===== src/rtl/car_alarm_sequencer_if.sv =====
// Signal bundle between the car body inputs and the alarm sequencer.
// LightsOffRequest exists only when CAR_ALARM_AUTO_LIGHTS_OFF_EN is defined.
interface car_alarm_sequencer_if;
  logic       CarLightsOnSign;
  logic       OpenDoorSign;
  logic       IgnitionSignalOn;
  logic       AcknowledgeSign;
  logic       CarAlarmSignal;
  logic       AlarmActive;
  logic [3:0] ChimeCount;
`ifdef CAR_ALARM_AUTO_LIGHTS_OFF_EN
  logic       LightsOffRequest;
`endif

  modport master (
    output CarLightsOnSign, OpenDoorSign, IgnitionSignalOn, AcknowledgeSign,
    input  CarAlarmSignal, AlarmActive, ChimeCount
`ifdef CAR_ALARM_AUTO_LIGHTS_OFF_EN
    , input LightsOffRequest
`endif
  );

  modport slave (
    input  CarLightsOnSign, OpenDoorSign, IgnitionSignalOn, AcknowledgeSign,
    output CarAlarmSignal, AlarmActive, ChimeCount
`ifdef CAR_ALARM_AUTO_LIGHTS_OFF_EN
    , output LightsOffRequest
`endif
  );
endinterface


===== src/rtl/car_alarm_sequencer.sv =====
// Lights-on/door-open chime sequencer: debounce, timed chimes, auto-silence.
// Optional macro CAR_ALARM_AUTO_LIGHTS_OFF_EN adds LightsOffRequest.
module car_alarm_sequencer #(
  parameter int unsigned DEBOUNCE_CYCLES  = 4,
  parameter int unsigned CHIME_ON_CYCLES  = 3,
  parameter int unsigned CHIME_OFF_CYCLES = 2,
  parameter int unsigned MAX_CHIMES       = 5
) (
  input  logic                  clk,
  input  logic                  reset_L,
  car_alarm_sequencer_if.slave  bus
);

  typedef enum logic [2:0] {IDLE, QUALIFY, CHIME_ON, CHIME_OFF, SILENCED} state_e;

  localparam logic [7:0] DEB_LAST  = 8'(DEBOUNCE_CYCLES - 1);
  localparam logic [7:0] ON_LAST   = 8'(CHIME_ON_CYCLES - 1);
  localparam logic [7:0] OFF_LAST  = 8'(CHIME_OFF_CYCLES - 1);
  localparam logic [3:0] CHIME_MAX = 4'(MAX_CHIMES);

  state_e     state_q, state_d;
  logic [7:0] cnt_q, cnt_d;
  logic [3:0] chime_q, chime_d;
  logic       alarm_q, alarm_d;
  logic       cond, ack, off_done;

  assign cond     = bus.CarLightsOnSign & bus.OpenDoorSign & ~bus.IgnitionSignalOn;
  assign ack      = bus.AcknowledgeSign;
  assign off_done = (state_q == CHIME_OFF) && (cnt_q == OFF_LAST);

`ifdef CAR_ALARM_AUTO_LIGHTS_OFF_EN
  logic lights_q, lights_d;
`endif

  // NOTE: sequential state uses non-blocking assignments so every register
  // samples pre-edge values regardless of process ordering.
  always_ff @(posedge clk or negedge reset_L) begin
    if (!reset_L) begin
      state_q  <= IDLE;
      cnt_q    <= '0;
      chime_q  <= '0;
      alarm_q  <= 1'b0;
`ifdef CAR_ALARM_AUTO_LIGHTS_OFF_EN
      lights_q <= 1'b0;
`endif
    end else begin
      state_q  <= state_d;
      cnt_q    <= cnt_d;
      chime_q  <= chime_d;
      alarm_q  <= alarm_d;
`ifdef CAR_ALARM_AUTO_LIGHTS_OFF_EN
      lights_q <= lights_d;
`endif
    end
  end

  // Priority in every active state: cond drop, then acknowledge, then timer.
  always_comb begin
    // NOTE: defaults up front keep every path assigned, so no latch is inferred.
    state_d = state_q;
    unique case (state_q)
      IDLE:      if (cond) state_d = QUALIFY;
      QUALIFY:   if (!cond) state_d = IDLE;
                 else if (cnt_q == DEB_LAST) state_d = CHIME_ON;
      CHIME_ON:  if (!cond) state_d = IDLE;
                 else if (ack) state_d = SILENCED;
                 else if (cnt_q == ON_LAST) state_d = CHIME_OFF;
      CHIME_OFF: if (!cond) state_d = IDLE;
                 else if (ack) state_d = SILENCED;
                 else if (off_done) state_d = (chime_q == CHIME_MAX) ? SILENCED : CHIME_ON;
      SILENCED:  if (!cond) state_d = IDLE;
      default:   state_d = IDLE;
    endcase

    if (state_d != state_q || state_q == IDLE || state_q == SILENCED) cnt_d = '0;
    else                                                             cnt_d = cnt_q + 8'd1;

    chime_d = chime_q;
    if (state_d == IDLE) chime_d = '0;
    else if (state_q == CHIME_ON && state_d == CHIME_OFF) chime_d = chime_q + 4'd1;
  end

  // Outputs are decoded from the next state and registered to stay glitch-free.
  always_comb begin
    alarm_d = (state_d == CHIME_ON);
`ifdef CAR_ALARM_AUTO_LIGHTS_OFF_EN
    lights_d = lights_q;
    if (state_d == IDLE) lights_d = 1'b0;
    else if (state_d == SILENCED && off_done && !ack) lights_d = 1'b1;
`endif
  end

  assign bus.CarAlarmSignal   = alarm_q;
  assign bus.AlarmActive      = (state_q != IDLE);
  assign bus.ChimeCount       = chime_q;
`ifdef CAR_ALARM_AUTO_LIGHTS_OFF_EN
  assign bus.LightsOffRequest = lights_q;
`endif

endmodule


===== src/flat_wrapper.sv =====
// flat-port wrapper written by rule: the top's interface ports become plain ports
module car_alarm_sequencer_flat 
#(
  parameter int unsigned DEBOUNCE_CYCLES  = 4,
  parameter int unsigned CHIME_ON_CYCLES  = 3,
  parameter int unsigned CHIME_OFF_CYCLES = 2,
  parameter int unsigned MAX_CHIMES       = 5
)
  (clk, reset_L, bus_CarLightsOnSign, bus_OpenDoorSign, bus_IgnitionSignalOn, bus_AcknowledgeSign, bus_CarAlarmSignal, bus_AlarmActive, bus_ChimeCount);
  car_alarm_sequencer_if bus_i ();
  input  logic clk;
  input  logic reset_L;
  input wire logic [$bits(bus_i.CarLightsOnSign)-1:0] bus_CarLightsOnSign;
  input wire logic [$bits(bus_i.OpenDoorSign)-1:0] bus_OpenDoorSign;
  input wire logic [$bits(bus_i.IgnitionSignalOn)-1:0] bus_IgnitionSignalOn;
  input wire logic [$bits(bus_i.AcknowledgeSign)-1:0] bus_AcknowledgeSign;
  output wire logic [$bits(bus_i.CarAlarmSignal)-1:0] bus_CarAlarmSignal;
  output wire logic [$bits(bus_i.AlarmActive)-1:0] bus_AlarmActive;
  output wire logic [$bits(bus_i.ChimeCount)-1:0] bus_ChimeCount;
  assign bus_i.CarLightsOnSign = bus_CarLightsOnSign;
  assign bus_i.OpenDoorSign = bus_OpenDoorSign;
  assign bus_i.IgnitionSignalOn = bus_IgnitionSignalOn;
  assign bus_i.AcknowledgeSign = bus_AcknowledgeSign;
  assign bus_CarAlarmSignal = bus_i.CarAlarmSignal;
  assign bus_AlarmActive = bus_i.AlarmActive;
  assign bus_ChimeCount = bus_i.ChimeCount;
  car_alarm_sequencer #(.DEBOUNCE_CYCLES(DEBOUNCE_CYCLES), .CHIME_ON_CYCLES(CHIME_ON_CYCLES), .CHIME_OFF_CYCLES(CHIME_OFF_CYCLES), .MAX_CHIMES(MAX_CHIMES)) u_core (.clk(clk), .reset_L(reset_L), .bus(bus_i));
endmodule

===== config.mk =====
export PLATFORM = sky130hd
export DESIGN_NAME = car_alarm_sequencer_flat
export DESIGN_NICKNAME = d
export VERILOG_FILES = /design/src/rtl/car_alarm_sequencer_if.sv /design/src/rtl/car_alarm_sequencer.sv /design/src/flat_wrapper.sv
export SDC_FILE = /design/constraint.sdc
export NUM_CORES = 1
export LEC_CHECK = 0
export CAP_MARGIN = 20
export CORE_MARGIN = 2
export CORE_UTILIZATION = 42
export CTS_CLUSTER_DIAMETER = 80
export DETAILED_ROUTE_END_ITERATION = 10
export GPL_TIMING_DRIVEN = 1
export HOLD_SLACK_MARGIN = 0.06
export SYNTH_ARGS = -nofsm -noshare
export SYNTH_HDL_FRONTEND = slang
export SYNTH_SLANG_ARGS = --single-unit

===== constraint.sdc =====
create_clock -name clk -period 4.6 [get_ports clk]
set_clock_uncertainty 0.15 [all_clocks]
set_input_delay 0.92 -clock clk [delete_from_list [all_inputs] [get_ports clk]]
set_output_delay 0.92 -clock clk [all_outputs]
set_load 0.03 [all_outputs]

==> impl_metrics.ini <==
[outcome]
status = finished clean

[logic_synthesis]
syn_area_um2 = 984.7
synth_nets = 115
ys_types = 35
ys_seq_elements = 16
postSynthAreaPerCell_um2 = 9.468
seq_area_frac_synth_pct = 40.66
ys_warn_count = 0
synth_cells = 104

[routing]
viasPerCell = 5.403
drtAntennaViolNets = 0
vias = 778
first_iter_violations = 7
drt_drc_violations_left = 0
detail_route.wl_per_cell_um = 12.99
routed_wl_um = 1870
dr.pass1.iters = 4

[final_layout]
drive_gt1_share_pct = 6.034
fin_nets = 128
area_delta_synth_final_pct = 16.52
final_cell_mix = 18 x nor2_1, 16 x dfrtp_1, 11 x clkdlybuf4s50_1
final_common_cell = nor2_1
n_fill_cell = 212
n_antenna_cell = 0
utilization_pct = 51.87

[cts]
cts.sinks = 16
root_buffer = clkbuf_4
post_cts_buffers = 0
clk_latency_ns = 0.28
cts_made_buffers = 3
clk_pin_slew_ns = 0.09
clock_path_buffers = 2
cts_hold_buf = 0
cts_resized = 0
cts_tree = yes
cts_htree_levels = 1

[power]
ir_drop_v = 0.0001664
cellLeakagePower_uw = 0.0004449
intPower_uw = 197.5
swShare_pct = 21.31
p_switching_uw = 53.50
power_frac_comb_pct = 7.0
p_per_area_mw_per_mm2 = 218.8
clkPwrFrac_pct = 36.1
seqPwrFrac_pct = 57.0

[floorplanning]
dieArea_mm2 = 0.002748
die_h_um = 52.42
pin_count = 12
core-area_mm2 = 0.002212
fp.dieW_um = 52.42
rows = 17
start_util_pct = 44.51

[timing]
fin_crit_ns = 2.885
finalCritPeriodShare_pct = 62.71
relSlewSlack_pct = 53.80
finalHoldViolations = 0
worstMarginPinSlew_ns = 0.6908
timing.fmax_mhz = 346.7
finalSetupTns_ns = 0
setup_violations = 0
rsz0062_at_grt = no
final_max_slew_viol_count = 0

[global_route]
grt_pass1_wl_um = 3305
grt_max_degree = 17
grt_use_total_pct = 16.37
antenna_found_initial = 0
overflow = 0
first_global_vias = 734

[setup_path]
crit_required_ns = 3.53
rr_worst_depth = 5
crit_arrival_ns = 1.81
cp-start-kind = flop
path_class = reg -> out
crit_path_max_fanout = 13
cp-end-kind = output port

[placed_design]
place.gp.congestion = 0.7892
io_buffer_count = 11
hpwl_um = 1400

[worst_hold_path]
min_path_type = reg -> reg
hold_depth = 1

[job]
maxCapViolCount = 0
final timing paths:
kind	to	from	slack, ns
max	bus_AlarmActive	u_core.state_q[1]	1.72
min	u_core.cnt_q[0]	u_core.cnt_q[0]	0.43
max reg2reg	u_core.cnt_q[7]	u_core.cnt_q[2]	2.33
min reg2reg	u_core.cnt_q[0]	u_core.cnt_q[0]	0.43
max in group asynchronous	u_core.state_q[2]	reset_L	2.96
min in group asynchronous	u_core.cnt_q[3]	reset_L	0.90
critical path, stage by stage (launching register included):
cell and delay (ns):
dfrtp_1 0.52, or3_1 0.42, clkdlybuf4s50_1 0.60
layout make-up:
type / count / area (um2) / area share [%]
flip-flops and latches: 16 / 400.4 / 34.90
repair buffers: 11 / 110.1 / 9.597
inverters: 3 / 11.26 / 0.9815
well taps: 28 / 35.03 / 3.053
multi-input cells: 82 / 554.3 / 48.31
clock buffers: 4 / 36.28 / 3.162
through the flow:
| step | cells | power, uW | setup slack [ns] | area (um2) | hold slack (ns) |
|---|---|---|---|---|---|
| after floorplan | 104 | 153.1 | 2.218 | 984.7 | 0.3670 |
| after global placement | 140 | 163.5 | 1.627 | 1111 | 0.4001 |
| final | 144 | 251.0 | 1.715 | 1147 | 0.4349 |
| after CTS | 144 | 256.0 | 1.702 | 1147 | 0.4370 |
| after detailed placement | 140 | 163.6 | 1.574 | 1111 | 0.4225 |
| after global routing | 144 | 265.3 | 1.615 | 1147 | 0.4833 |
logic make-up (layout without fill, tap and decap cells):
family	count (synthesis)	after routing	synth area share (%)
simple gates	51	51	29.48
compound gates	17	17	12.45
flops	16	16	40.66
xor+xnor	9	9	8.005
buf+inv	6	18	3.050
fa+ha+maj	5	5	6.353
power groups by stage:
stage          Combinational (uW)  Sequential (uW)  Clock (uW)
2_1_floorplan                8.24              145           0
3_3_place_gp                 17.6              146           0
3_5_place_dp                 17.8              146           0
4_1_cts                      17.8              143        95.1
5_1_grt                      19.5              143         102
6_report                     17.4              143        90.5
registers in the layout, indices dropped and copies added (netlist names):
signal and flops:
u_core.state_q 3, u_core.bus.CarAlarmSignal 1, u_core.cnt_q 8, u_core.bus.ChimeCount 4
routing by layer:
layer	vias up	track usage, %	routed length [um]	share of wire, %
met3	2	2.571	51	2.7
met5	-	0	0	0
met2	11	24.38	798	43
met4	0	7.692	26	1.4
li1	394	-	-	-
met1	371	23.13	994	53
synth_stat cells:
library cell / number / area share, %
xnor2_1: 4 / 3.6
nand3_1: 7 / 3.6
o311ai_0: 1 / 0.89
nand2b_1: 3 / 1.9
nand4bb_4: 1 / 2.8
clkbuf_1: 2 / 0.76
o31a_1: 1 / 0.89
nor3_1: 1 / 0.51
or2_2: 1 / 0.64
a31oi_1: 2 / 1.3
dfrtp_1: 16 / 41
and3_1: 2 / 1.3
nand3b_1: 1 / 0.76
o21bai_1: 1 / 0.76
buf_6: 1 / 1.1
nor2_1: 18 / 6.9
o21ai_0: 2 / 1.0
nand2_1: 5 / 1.9
nor2b_1: 2 / 1.3
a211oi_1: 2 / 1.5
inv_1: 3 / 1.1
and4b_1: 2 / 2.0
nor4_2: 1 / 1.3
o221a_1: 1 / 1.1
or3_1: 2 / 1.3
o211ai_1: 1 / 0.76
a21oi_1: 3 / 1.5
and2_1: 2 / 1.3
nand4_1: 1 / 0.64
o21a_1: 1 / 0.76
a22oi_1: 1 / 0.76
nor3b_1: 2 / 1.5
xor2_1: 5 / 4.4
a2111o_1: 1 / 1.1
ha_1: 5 / 6.4
(Power assumes the default switching activity.)
